===== config.mk =====
export PLATFORM = sky130hd
export DESIGN_NAME = datapath_ctrl
export DESIGN_NICKNAME = d
export VERILOG_FILES = /design/src/rtl/datapath_ctrl.sv
export SDC_FILE = /design/constraint.sdc
export NUM_CORES = 1
export LEC_CHECK = 0
export ABC_CLOCK_PERIOD_IN_PS = 1400
export CORE_ASPECT_RATIO = 1.25
export CORE_UTILIZATION = 39
export DETAILED_ROUTE_END_ITERATION = 10
export HOLD_SLACK_MARGIN = 0.15
export PLACE_DENSITY = 0.78
export RECOVER_POWER = 50
export SLEW_MARGIN = 20
export SYNTH_ARGS = -nofsm -noshare
export SYNTH_HDL_FRONTEND = slang
export SYNTH_SLANG_ARGS = --single-unit
export TNS_END_PERCENT = 30

===== constraint.sdc =====
create_clock -name clk -period 1.4 [get_ports clk]
set_input_delay 0.28 -clock clk [delete_from_list [all_inputs] [get_ports clk]]
set_output_delay 0.28 -clock clk [all_outputs]
set_load 0.02 [all_outputs]

===== src/rtl/datapath_ctrl.sv =====
// datapath_ctrl: Moore sequencer for the 16-bit register-file/shifter/ALU
// datapath. It latches one instruction per start request, decodes it, then
// walks the datapath through operand fetch, execute and write-back. It
// raises w while idle and ready for a new start.
//
// Optional build macro: CTRL_ILLEGAL_TRAP_EN
//   defined   - an undefined encoding traps into HALT (illegal=1) until reset
//   undefined - an undefined encoding retires as a two-cycle NOP, illegal=0
module datapath_ctrl #(
    parameter logic [2:0] OPC_MOV = 3'b110,
    parameter logic [2:0] OPC_ALU = 3'b101
) (
    input  logic        clk,
    input  logic        reset,
    input  logic        start,
    input  logic [15:0] in,
    output logic        w,
    output logic [2:0]  nsel,
    output logic        loada,
    output logic        loadb,
    output logic        loadc,
    output logic        loads,
    output logic        asel,
    output logic        bsel,
    output logic [1:0]  vsel,
    output logic        write,
    output logic [1:0]  ALUop,
    output logic [1:0]  shift,
    output logic [15:0] sximm8,
    output logic        illegal
);

    typedef enum logic [3:0] {
        S_WAIT,
        S_DECODE,
        S_GET_A,
        S_GET_B,
        S_EXEC,
        S_CMP,
        S_WR_IMM,
        S_WR_REG,
        S_HALT
    } state_t;

    // one-hot register selects driven onto nsel
    localparam logic [2:0] SEL_NONE = 3'b000;
    localparam logic [2:0] SEL_RN   = 3'b001;
    localparam logic [2:0] SEL_RD   = 3'b010;
    localparam logic [2:0] SEL_RM   = 3'b100;

    // write-back source selects driven onto vsel
    localparam logic [1:0] VSEL_C      = 2'b00;
    localparam logic [1:0] VSEL_SXIMM8 = 2'b10;

    state_t      state_q;
    state_t      state_d;
    logic [15:0] ir_q;

    // instruction fields
    logic [2:0] opcode;
    logic [1:0] op;
    logic       is_mov;
    logic       is_alu;
    logic       mov_imm;
    logic       mov_reg;
    logic       alu_mvn;
    logic       alu_cmp;
    logic       enc_legal;

    assign opcode = ir_q[15:13];
    assign op     = ir_q[12:11];

    assign is_mov    = (opcode == OPC_MOV);
    assign is_alu    = (opcode == OPC_ALU);
    assign mov_imm   = is_mov && (op == 2'b10);
    assign mov_reg   = is_mov && (op == 2'b00);
    assign alu_mvn   = is_alu && (op == 2'b11);
    assign alu_cmp   = is_alu && (op == 2'b01);
    assign enc_legal = mov_imm || mov_reg || is_alu;

    // Rn/Rd/Rm are routed by the datapath itself via nsel; the controller
    // never needs the Rn bits, so fold them away explicitly.
    logic unused_rn;
    assign unused_rn = ^ir_q[10:8];

    // State register and instruction register; IR only captures in WAIT.
    always_ff @(posedge clk) begin
        if (reset) begin
            state_q <= S_WAIT;
            ir_q    <= 16'h0000;
        end else begin
            state_q <= state_d;
            if (state_q == S_WAIT && start) begin
                ir_q <= in;
            end
        end
    end

    // Next-state decode.
    always_comb begin
        state_d = state_q;
        case (state_q)
            S_WAIT: begin
                if (start) begin
                    state_d = S_DECODE;
                end
            end
            S_DECODE: begin
                if (mov_imm) begin
                    state_d = S_WR_IMM;
                end else if (mov_reg || alu_mvn) begin
                    state_d = S_GET_B;
                end else if (is_alu) begin
                    state_d = S_GET_A;
                end else begin
`ifdef CTRL_ILLEGAL_TRAP_EN
                    state_d = S_HALT;
`else
                    state_d = S_WAIT;
`endif
                end
            end
            S_GET_A:  state_d = S_GET_B;
            S_GET_B:  state_d = alu_cmp ? S_CMP : S_EXEC;
            S_EXEC:   state_d = S_WR_REG;
            S_CMP:    state_d = S_WAIT;
            S_WR_IMM: state_d = S_WAIT;
            S_WR_REG: state_d = S_WAIT;
            S_HALT:   state_d = S_HALT;
            default:  state_d = S_WAIT;
        endcase
    end

    // Moore strobes: a pure function of the state register.
    always_comb begin
        w     = 1'b0;
        nsel  = SEL_NONE;
        loada = 1'b0;
        loadb = 1'b0;
        loadc = 1'b0;
        loads = 1'b0;
        asel  = 1'b0;
        bsel  = 1'b0;
        vsel  = VSEL_C;
        write = 1'b0;
        case (state_q)
            S_WAIT: begin
                w = 1'b1;
            end
            S_GET_A: begin
                nsel  = SEL_RN;
                loada = 1'b1;
            end
            S_GET_B: begin
                nsel  = SEL_RM;
                loadb = 1'b1;
            end
            S_EXEC: begin
                loadc = 1'b1;
                // MOV Rd,Rm is computed as 0 + shifted Rm
                asel  = mov_reg;
            end
            S_CMP: begin
                loads = 1'b1;
            end
            S_WR_IMM: begin
                nsel  = SEL_RN;
                vsel  = VSEL_SXIMM8;
                write = 1'b1;
            end
            S_WR_REG: begin
                nsel  = SEL_RD;
                vsel  = VSEL_C;
                write = 1'b1;
            end
            default: begin
                w = 1'b0;
            end
        endcase
    end

    // Field-derived controls follow IR directly; the strobes decide
    // whether the datapath actually uses them in a given cycle.
    assign ALUop  = mov_reg ? 2'b00 : op;
    assign shift  = mov_imm ? 2'b00 : ir_q[4:3];
    assign sximm8 = {{8{ir_q[7]}}, ir_q[7:0]};

`ifdef CTRL_ILLEGAL_TRAP_EN
    assign illegal = (state_q == S_HALT);
`else
    assign illegal = 1'b0;
`endif

    // enc_legal documents the decode partition; HALT/NOP takes the rest
    logic unused_legal;
    assign unused_legal = enc_legal;

endmodule


After elaboration in Yosys (flattened, before gate mapping). Index checks and enable logic that the tools add are counted.

Bits in registers: 20. Bits in latches: 0. Bits in writable memories: 0. Memory bits (read-only): 0. Input port bits: 19. Output and inout port bits: 34. Word-level logic and storage cells: 43. Memories kept: 0.

$add $sub $neg: 0. Multiply operators: 0. Divide/modulo/power cells: 0. $lt $le $gt $ge: 0. Equality and inequality tests: 14. Shift operators: 0. Multiplexer cells: 17. Bitwise operators: 0. Reductions and logical operators: 10.

Operators by type and width (count): $pmux 4 s6 (1); $eq 4x3->1 const B (4); $mux 2 (5); $pmux 3 s3 (1); $eq 4x2->1 const B (2); $mux 1 (8); $eq 3x3->1 const B (2); $logic_and 1x1->1 (5); $eq 2x2->1 const B (2); $eq 4x1->1 const B (1); $eq 4x4->1 const B (1); $logic_not 4->1 (1); $mux 4 (1); $reduce_or 2->1 (2); $mux 3 (1); $eq 2x1->1 const B (1); $logic_not 2->1 (1); $ne 2x2->1 const B (1); $logic_or 1x1->1 (1).

Logic depth before layout (Yosys ltp).
Depth after elaboration: 6. Depth in mapped cells: 7. Depth with buffers taken out: 6.

Worst setup path after synthesis. No wires, ideal clock.

Path kind: reg-to-output. Start: reg state_q[2]. End: out asel. Arrival time: 1.476 ns. Required time: 1.120 ns. Setup slack: -0.356 ns. Stages on the path, launching flop included: 4. Buffers on the path: 0. Cell sequence: dfxtp_1 > nand2b_1 > nor3_1 > and4b_1.

Word-level cells in the longest chain between the ends: 2.

Ends and longest elaborated chain: from (decl) (line 55) `state_t state_q;`; from (signal assigned) (line 92) `state_q <= state_d;`; $eq 4x3->1 (line 146) `case (state_q)`; $mux 1 (line 146); to (decl) (line 23) `output logic asel,`.

No other way between the ends.

Worst setup path after layout.
Start: reg state_q[1]. End: out asel.

Same word-level chain as after synthesis.

==> results.sh <==
export IMPL_status="finished with violations"
export IMPL_violations="setup timing"
export IMPL_first_iter_violations=4
export IMPL_routabilityCongestion=0.882
export IMPL_fill_cells=207
export IMPL_slew_viol_final=0
export IMPL_synthCells=127
export IMPL_synth_cell_type_count=33
export IMPL_synth_compound_area_share_pct=15.6
export IMPL_synth_area_leader_cell="dfxtp_1"
export IMPL_overflow=0
export IMPL_max_freq_mhz=633
export IMPL_grt_pass1_wl_um=4230
export IMPL_syn_area_mm2=0.00104
export IMPL_hold_viol=0
export IMPL_regArea_um2=358
export IMPL_avgSynthCellArea_um2=8.19
export IMPL_synth_edf_count=0
export IMPL_netlist_top_cells_area="dfxtp_1 (33%), buf_4 (15%), a21oi_2 (8.4%)"
export IMPL_io_pins=53
export IMPL_multi_input_area_um2=619
export IMPL_max_cap_violations=0
export IMPL_synthArstFlopShare_pct=0
export IMPL_synth_main_ff_cell="dfxtp_1"
export IMPL_drc=0
export IMPL_p_leak_nw=0.769
export IMPL_grtUsageTotal_pct=20.1
export IMPL_crit_path_max_fanout=2
export IMPL_power_frac_comb_pct=29.2
export IMPL_yosysWarningCount=0
export IMPL_hold_class="register to register"
export IMPL_htree_num_levels=1
export IMPL_synthMuxAreaShare_pct=0.963
export IMPL_arrival_ns=1.30
export IMPL_whs_ns=0.465
export IMPL_switching_power_mw=0.346
export IMPL_rows=20
export IMPL_grt_max_degree=14
export IMPL_design_core_area_mm2=0.00248
export IMPL_drt_wl_total_um=2790
export IMPL_drt_pass1_iter_count=2
export IMPL_cp_data_required_time_ns=1.12
export IMPL_diodes=0
export IMPL_wl_per_cell_um=13.0
export IMPL_crit_type="register to primary output"
export IMPL_setup_viol=9
export IMPL_yosys_area_share_simple_pct=31.4
export IMPL_fin_crit_ns=1.58
export IMPL_rsz0062_at_grt="true"
export IMPL_clkTransAtPathRegs_ns=0.09
export IMPL_ir_drop_mv=0.605
export IMPL_synthAdderAreaFrac_pct=0
export IMPL_power_density_mw_per_mm2=653
export IMPL_ys_seq_elements=17
export IMPL_clockBufferDepth=2
export IMPL_clockPowerShare_pct=23.3
export IMPL_layout_drive_gt1_share_pct=53.0
export IMPL_routed_via_count=1027
export IMPL_seq_power_share_pct=47.4
export IMPL_synth_top_cell_area_share_pct=32.7
export IMPL_design_power_total_mw=1.12
export IMPL_die_area_mm2=0.00288
export IMPL_grt_pass1_vias=1004
export IMPL_cts_root_buffer="clkbuf_4"
export IMPL_die_w_um=48.2
export IMPL_antenna_found_initial=0
export IMPL_cts_sinks=17
export IMPL_ant_nets=0
export IMPL_end_kind="primary output"
export IMPL_finalCritPeriodShare_pct=113
export IMPL_yosysSeqAreaShare_pct=32.7
export IMPL_placed_cell_area_mm2=0.00154
export IMPL_start_util_pct=42.0
export IMPL_synthToLayoutAreaGrowth_pct=65.1
export IMPL_internal_power_mw=0.775
export IMPL_swShare_pct=30.9
export IMPL_setup_ws_ns=-0.181
export IMPL_io_buffers=46
export IMPL_dp_hpwl_um=1890
export IMPL_final_cell_mix="buf_4 (26), nand2_1 (17), clkdlybuf4s50_1 (15), buf_6 (15), dlygate4sd2_1 (15)"
export IMPL_viasPerCell=4.80
export IMPL_pre_cts_ws_ns=-0.302
export IMPL_cts_tree="done"
export IMPL_synth_top_family_by_area="simple AND/OR/NAND/NOR gates"
export IMPL_synth_xor_area_share_pct=0
export IMPL_cts_made_buffers=3
export IMPL_clkLatencyLatePin_ns=0.29
export IMPL_finalInstanceArea_mm2=0.00172
export IMPL_layout_nets=201
export IMPL_start_kind="register"
export IMPL_finClkSkew_ns=0.000987
export IMPL_die_h_um=59.7
export IMPL_final_common_cell="buf_4"
==> layout make-up <==
cell class / count / area share [%]
repair buffers: 75 / 38.9
well taps: 33 / 2.41
flip-flops and latches: 17 / 20.8
clock buffers: 4 / 1.53
multi-input cells: 84 / 36.1
inverters: 1 / 0.219
==> routing by layer <==
metal	up-vias	track usage (%)	wire length, um
li1	508	-	-
met1	479	23.5	987
met2	30	35.6	1630
met3	10	1.21	75
met4	0	8.73	94
met5	-	0	0
==> flip-flops by register name, indices dropped and copies added (netlist names) <==
register and cells:
state_q 4, ir_q 13
==> kinds of logic (layout without fill, tap and decap cells) <==
logic type | count (synthesis) | in the layout
buffers and inverters | 28 | 80
DFF | 17 | 17
other | 1 | 3
muxes | 1 | 1
and+or+nand+nor | 58 | 58
AOI/OAI and AO/OA | 22 | 22
==> synth_stat cells (all sizes together), types with 2 or more instances <==
cell / number
nor3: 3
nor2b: 5
and2: 2
a21oi: 15
nor2: 7
buf: 23
clkbuf: 4
nand4b: 2
nand2: 30
dfxtp: 17
nand2b: 3
and3: 2
==> worst paths after layout <==
check | startpoint | to | slack [ns] | cells past startpoint
setup / recovery | state_q[1]$_SDFFE_PP0P_ | asel | -0.18 | 4
hold reg to reg | ir_q[2]$_SDFFE_PP0P_ | ir_q[2]$_SDFFE_PP0P_ | 0.46 | 2
hold / removal | ir_q[2]$_SDFFE_PP0P_ | ir_q[2]$_SDFFE_PP0P_ | 0.46 | 2
setup reg to reg | state_q[3]$_SDFFE_PP0P_ | ir_q[13]$_SDFFE_PP0P_ | 0.02 | 8
==> power by group through the flow <==
stage,sequential (mW),clock [mW],combinational (mW)
global route,0.537,0.283,0.354
global placement,0.541,0,0.322
detailed placement,0.543,0,0.327
finish,0.532,0.261,0.328
floorplan,0.538,0,0.215
CTS,0.533,0.268,0.320
==> worst max-delay path, cell delays in order, from the launching register on <==
cell	delay, ns
dfxtp_2	0.34
nand2b_4	0.15
nor3_4	0.13
and4b_1	0.26
buf_6	0.13
==> metrics by stage <==
stage / setup TNS (ns) / util [%] / cells
6_report: -0.623 / 69.3 / 214
3_5_place_dp: -2.97 / 62.0 / 203
4_1_cts: -1.23 / 65.0 / 211
2_1_floorplan: -0.0610 / - / 129
3_3_place_gp: -2.64 / 62.0 / 203
5_1_grt: -2.28 / 69.3 / 214
==> timing repair <==
item                                    4_1_cts  5_1_grt
pin swaps                                     4       14
gates resized for setup                      95       36
hold buffers                                  0        0
cloned                                        0        0
buffers inserted                              4        7
endpoints found under the setup margin       31       32
Power figures use the tool's default switching activity.
